File: src/rtl/sevenseg_pkg.sv
// rtl/sevenseg_pkg.sv - seven-segment pattern constants, BCD codes and scan FSM states
package sevenseg_pkg;

    localparam logic [6:0] SEG_0     = 7'b1111110;
    localparam logic [6:0] SEG_1     = 7'b0110000;
    localparam logic [6:0] SEG_2     = 7'b1101101;
    localparam logic [6:0] SEG_3     = 7'b1111001;
    localparam logic [6:0] SEG_4     = 7'b0110011;
    localparam logic [6:0] SEG_5     = 7'b1011011;
    localparam logic [6:0] SEG_6     = 7'b1011111;
    localparam logic [6:0] SEG_7     = 7'b1110000;
    localparam logic [6:0] SEG_8     = 7'b1111111;
    localparam logic [6:0] SEG_9     = 7'b1111011;
    localparam logic [6:0] SEG_BLANK = 7'b0000000;

    localparam logic [3:0] BCD_BLANK   = 4'hF;
    localparam logic [3:0] BCD_INVALID = 4'hE;

    typedef enum logic [1:0] {
        SCAN_WAIT,
        SCAN_SETTLE,
        SCAN_HELD
    } scanState_t;

    // Strobe buses are at most 8 digits wide; callers zero-extend.
    function automatic logic isOneHot(input logic [7:0] v);
        return (v != 8'd0) && ((v & (v - 8'd1)) == 8'd0);
    endfunction

endpackage

File: src/rtl/sevenseg_to_bcd.sv
// rtl/sevenseg_to_bcd.sv - combinational abcdefg pattern to BCD decoder
module sevenseg_to_bcd
    import sevenseg_pkg::*;
(
    input  logic [6:0] seg,
    output logic [3:0] bcd,
    output logic       invalid
);

    always_comb begin
        bcd     = BCD_INVALID;
        invalid = 1'b0;
        case (seg)
            SEG_0:     bcd = 4'd0;
            SEG_1:     bcd = 4'd1;
            SEG_2:     bcd = 4'd2;
            SEG_3:     bcd = 4'd3;
            SEG_4:     bcd = 4'd4;
            SEG_5:     bcd = 4'd5;
            SEG_6:     bcd = 4'd6;
            SEG_7:     bcd = 4'd7;
            SEG_8:     bcd = 4'd8;
            SEG_9:     bcd = 4'd9;
            SEG_BLANK: bcd = BCD_BLANK;
            default:   invalid = 1'b1;
        endcase
    end

endmodule

File: src/rtl/sevenseg_scan_capture.sv
// rtl/sevenseg_scan_capture.sv - debounces a multiplexed seven-segment bus and assembles BCD frames
module sevenseg_scan_capture
    import sevenseg_pkg::*;
#(
    parameter int NUM_DIGITS     = 4,
    parameter int SETTLE_CYCLES  = 4,
    parameter int TIMEOUT_CYCLES = 1024
) (
    input  logic                    clk,
    input  logic                    rst,
    input  logic [6:0]              seg_in,
    input  logic [NUM_DIGITS-1:0]   digit_sel,
    output logic [4*NUM_DIGITS-1:0] bcd_out,
    output logic                    frame_valid,
    output logic                    frame_error,
    output logic                    frame_timeout
);

    localparam int CNT_MAX = (SETTLE_CYCLES > TIMEOUT_CYCLES) ? SETTLE_CYCLES : TIMEOUT_CYCLES;
    localparam int CNT_W   = $clog2(CNT_MAX + 1);
    localparam logic [CNT_W-1:0] SETTLE_LAST  = CNT_W'(SETTLE_CYCLES - 1);
    localparam logic [CNT_W-1:0] SETTLE_SAT   = CNT_W'(SETTLE_CYCLES);
    localparam logic [CNT_W-1:0] TIMEOUT_LAST = CNT_W'(TIMEOUT_CYCLES - 1);

    logic [6:0]              seg1, seg2;
    logic [NUM_DIGITS-1:0]   sel1, sel2;
    logic [CNT_W-1:0]        settleCnt, timeoutCnt;
    scanState_t              state, stateNext;
    logic                    changing, nextOneHot, capture, frameDone, timeoutHit;
    logic [3:0]              decBcd;
    logic                    decInvalid;
    logic [NUM_DIGITS-1:0]   mask, errBits, maskNext, errNext;
    logic [4*NUM_DIGITS-1:0] shadow, shadowNext;

    always_ff @(posedge clk or posedge rst) begin
        if (rst) begin
            seg1 <= '0;
            seg2 <= '0;
            sel1 <= '0;
            sel2 <= '0;
        end else begin
            seg1 <= seg_in;
            seg2 <= seg1;
            sel1 <= digit_sel;
            sel2 <= sel1;
        end
    end

    // Looking one stage ahead lets the counter read 0 on the first cycle s2 shows a new value.
    assign changing   = (seg1 != seg2) || (sel1 != sel2);
    assign nextOneHot = isOneHot(8'(sel1));

    always_ff @(posedge clk or posedge rst) begin
        if (rst) begin
            settleCnt <= '0;
        end else if (changing) begin
            settleCnt <= '0;
        end else if (settleCnt != SETTLE_SAT) begin
            settleCnt <= settleCnt + CNT_W'(1);
        end
    end

    always_ff @(posedge clk or posedge rst) begin
        if (rst) begin
            state <= SCAN_WAIT;
        end else begin
            state <= stateNext;
        end
    end

    always_comb begin
        stateNext = state;
        if (changing) begin
            stateNext = nextOneHot ? SCAN_SETTLE : SCAN_WAIT;
        end else if (capture) begin
            stateNext = SCAN_HELD;
        end
    end

    always_comb begin
        capture = (state == SCAN_SETTLE) && (settleCnt == SETTLE_LAST);
    end

    sevenseg_to_bcd u_decode (
        .seg     (seg2),
        .bcd     (decBcd),
        .invalid (decInvalid)
    );

    always_comb begin
        shadowNext = shadow;
        errNext    = errBits;
        for (int i = 0; i < NUM_DIGITS; i++) begin
            if (sel2[i]) begin
                shadowNext[4*i +: 4] = decBcd;
                errNext[i]           = decInvalid;
            end
        end
        maskNext = mask | sel2;
    end

    assign frameDone  = capture && (&maskNext);
    assign timeoutHit = !capture && (mask != '0) && (timeoutCnt == TIMEOUT_LAST);

    always_ff @(posedge clk or posedge rst) begin
        if (rst) begin
            bcd_out       <= '0;
            frame_valid   <= 1'b0;
            frame_error   <= 1'b0;
            frame_timeout <= 1'b0;
            mask          <= '0;
            errBits       <= '0;
            shadow        <= '0;
            timeoutCnt    <= '0;
        end else begin
            frame_valid   <= 1'b0;
            frame_error   <= 1'b0;
            frame_timeout <= 1'b0;
            if (capture) begin
                timeoutCnt <= '0;
                shadow     <= shadowNext;
                if (frameDone) begin
                    bcd_out     <= shadowNext;
                    frame_valid <= 1'b1;
                    frame_error <= |errNext;
                    mask        <= '0;
                    errBits     <= '0;
                end else begin
                    mask    <= maskNext;
                    errBits <= errNext;
                end
            end else if (timeoutHit) begin
                mask          <= '0;
                errBits       <= '0;
                timeoutCnt    <= '0;
                frame_timeout <= 1'b1;
            end else if (mask == '0) begin
                timeoutCnt <= '0;
            end else begin
                timeoutCnt <= timeoutCnt + CNT_W'(1);
            end
        end
    end

endmodule
File: config.mk
export PLATFORM = sky130hd
export DESIGN_NAME = sevenseg_scan_capture
export DESIGN_NICKNAME = d
export VERILOG_FILES = /design/src/rtl/sevenseg_pkg.sv /design/src/rtl/sevenseg_to_bcd.sv /design/src/rtl/sevenseg_scan_capture.sv
export SDC_FILE = /design/constraint.sdc
export NUM_CORES = 1
export LEC_CHECK = 0
export ABC_AREA = 1
export CAP_MARGIN = 25
export CORE_ASPECT_RATIO = 1.4
export CORE_UTILIZATION = 40
export CTS_CLUSTER_DIAMETER = 200
export DETAILED_ROUTE_END_ITERATION = 6
export SYNTH_ARGS = -nofsm -noshare
export SYNTH_HDL_FRONTEND = slang
export SYNTH_SLANG_ARGS = --single-unit
File: constraint.sdc
create_clock -name clk -period 4.24 [get_ports clk]
set_clock_uncertainty 0.1 [all_clocks]
set_input_delay 0.848 -clock clk [delete_from_list [all_inputs] [get_ports clk]]
set_output_delay 0.848 -clock clk [all_outputs]
set_load 0.01 [all_outputs]
==> out/metrics.cfg <==
[global_route]
use_met2_pct = 26.9
grt_pass1_wl_mm = 13.6
met3_usage_pct = 3.50
gr-usage-met1_pct = 21.0
grt_max_degree = 51
antenna_found_initial = 0
grt_usage_pct = 16.6
grt_pass1_vias = 2999
busiest_layer = met2
overflow = 0

[floorplanning]
die_x_um = 88.2
ios = 32
initial_core_util_pct = 41.6
die-area_um2 = 10800
dieHeight_um = 123
coreArea_um2 = 10000
rows = 43

[yosys]
synth-seq-cells = 89
async_reset_ff_share_pct = 100
syn_area_um2 = 4160
ys_seq_area_share_pct = 53.5
syn_inst = 472
synth_edf_count = 0
yosys_warnings = 0
synth_ff_type = dfrtp_1
postSynthAreaPerCell_um2 = 8.82
syn-num-nets = 488
yosysUniqueCellTypes = 39

[cts]
post_cts_buffers = 0
h-tree-depth = 3
cts_max_path_buffers = 2
post_cts_resize_count = 0
holdBufCountCts = 0
clock_latency_ps = 340
path_clk_slew_ps = 60
cts_tree = built
cts_made_buffers = 9
clockRootBuffer = clkbuf_16
clkSinkCount = 89

[sta]
drv_slew = 0
hold_violations = 0
post-route-min-period_ps = 2230
final.period_utilization_pct = 52.5
slew_headroom_pct = 44.5
setup_viol = 0
setup_tns_ps = 0
fmax_ghz = 0.449
whs_ps = 294
rsz0062_at_grt = no
worst_pin_slew_ps = 831
worst_slack_ps = 2010

[cells_and_area]
layout-drive-gt1-share_pct = 13.2
layout_commonest_cell = nand2_1
num-fill-cells = 981
layout_common_cells = nand2_1 (137), dfrtp_1 (89), inv_1 (41)
area_growth_syn_to_layout_pct = 17.7
final_nets = 525
final_core_utilization_pct = 48.9
diodes = 0

[worst_setup_path]
crit_path_start = bcd_out[11]$_DFFE_PP0P_
path_cells = clkdlybuf4s50_1
worstSetupStartpointType = register
worstSetupPathType = reg -> out
crit_buf_inv = 1
cp_max_fo = 2
cp_data_arrival_time_ps = 1280
critPathRequiredTime_ps = 3290
crit-reg2reg-launch = settleCnt[0]$_DFFE_PP0P_
cp_top_family = buffers and inverters
cpPeakStageDelay_ps = 560
cp-end-kind = primary output
cpMaxStageDelayCell = clkdlybuf4s50_1

[worst_hold_path]
min_from = seg1[3]$_DFF_PP0_
holdCritPathClass = reg -> reg

[pwr]
seqPwrFrac_pct = 51.2
p_leak_nw = 2.36
pwr-share-clk_pct = 44.1
power.share.combinational_pct = 4.7
intPower_mw = 1.33
p_sw_mw = 0.378
peakVddDrop_mv = 0.283
p_sw_share_pct = 22.1
p_per_area_nw_per_um2 = 350

[route]
drc = 0
wl_per_cell_um = 12.1
num_vias = 3116
viasPerCell = 4.80
drtPass1Iterations = 4
routed_wl_mm = 7.83
drtIter0Drc = 172
postRouteAntennaNets = 0

[placed_design]
routabilityCongestion = 0.838
dp_slack_ps = 1930
dp_hpwl_mm = 5.74
io_buffers = 31

[run_status]
status = finished clean

[job]
cap_viol_max_count = 0

-- flip-flops by register name, indices dropped and copies added, names as in the netlist --
name           cells
seg1               7
settleCnt         11
shadow            16
sel2               4
frame_valid        1
sel1               4
mask               4
seg2               7
frame_error        1
errBits            4
timeoutCnt        11
state              2
bcd_out           16
frame_timeout      1
-- cell type report --
class	instances	area (um2)	share of cell area, %
clock buffer	12	267	5.44
clock inverter	4	26.3	0.537
inverter	52	200	4.09
multi-input combinational	324	1680	34.4
sequential	89	2230	45.5
tap	135	169	3.45
timing repair buffer	33	325	6.64
-- power by group through the flow --
stage | clock [mW] | sequential (mW) | combinational (mW)
after detailed placement | 0 | 0.893 | 0.0824
after CTS | 0.784 | 0.877 | 0.0832
final | 0.755 | 0.877 | 0.0807
after floorplan | 0 | 0.886 | 0.0601
after global placement | 0 | 0.892 | 0.0815
after global routing | 0.812 | 0.878 | 0.0927
-- cells by family (layout without fill, tap and decap cells) --
family                     count (synthesis)  count (layout)  synth area share, %
DFF                                       89              89                 53.5
xor gates and xnor gates                  12              12                 2.53
muxes                                      4               4                0.962
buffers and inverters                     59             101                 6.04
AOI/OAI and AO/OA                         48              48                 6.55
adders and majority gates                  3               3                0.902
and+or+nand+nor                          257             257                 29.5
-- cell usage after synthesis (2+ instances only) --
cell | number | area (um2)
nor3_1 | 9 | 45.0
a21oi_1 | 7 | 35.0
nand2_4 | 2 | 22.5
inv_1 | 42 | 158
a31oi_1 | 2 | 12.5
o21ai_2 | 5 | 43.8
xnor2_1 | 5 | 43.8
nand4_1 | 9 | 56.3
nor2_2 | 9 | 56.3
nor2_4 | 2 | 22.5
buf_2 | 3 | 15.0
inv_2 | 8 | 30.0
xor2_1 | 7 | 61.3
nand3_2 | 2 | 20.0
dfrtp_1 | 89 | 2230
ha_1 | 3 | 37.5
nand3b_1 | 2 | 15.0
nand2_1 | 137 | 514
o21ai_1 | 14 | 70.1
nor2_1 | 40 | 150
or2_2 | 6 | 37.5
mux2i_1 | 4 | 40.0
nor4_1 | 2 | 12.5
o21ai_0 | 16 | 80.1
nand4_2 | 2 | 25.0
a211oi_1 | 3 | 22.5
nand2_2 | 6 | 37.5
nor3b_1 | 2 | 15.0
nand3_1 | 22 | 110
buf_6 | 3 | 33.8
-- metrics by stage --
stage	area (um2)	total power, mW	instances
floorplan	4160	0.946	472
global placement	4600	0.974	633
detailed placement	4600	0.975	633
CTS	4900	1.74	649
global route	4900	1.78	649
finish	4900	1.71	649
-- final timing paths --
kind	cells past startpoint	end	slack (ps)
setup / recovery	1	bcd_out[11]	2010
hold / removal	0	seg2[3]$_DFF_PP0_	290
setup reg to reg	7	bcd_out[9]$_DFFE_PP0P_	2170
hold reg to reg	0	seg2[3]$_DFF_PP0_	290
max in group asynchronous	3	shadow[9]$_DFFE_PP0P_	2360
min in group asynchronous	2	settleCnt[10]$_DFFE_PP0P_	870
-- per-layer routing --
metal	up-vias	part of all wire, %
met3	11	3.0
li1	1582	-
met2	51	50
met1	1472	45
met5	-	0
met4	0	2.2
No activity file was read; power rests on OpenSTA's default activity.
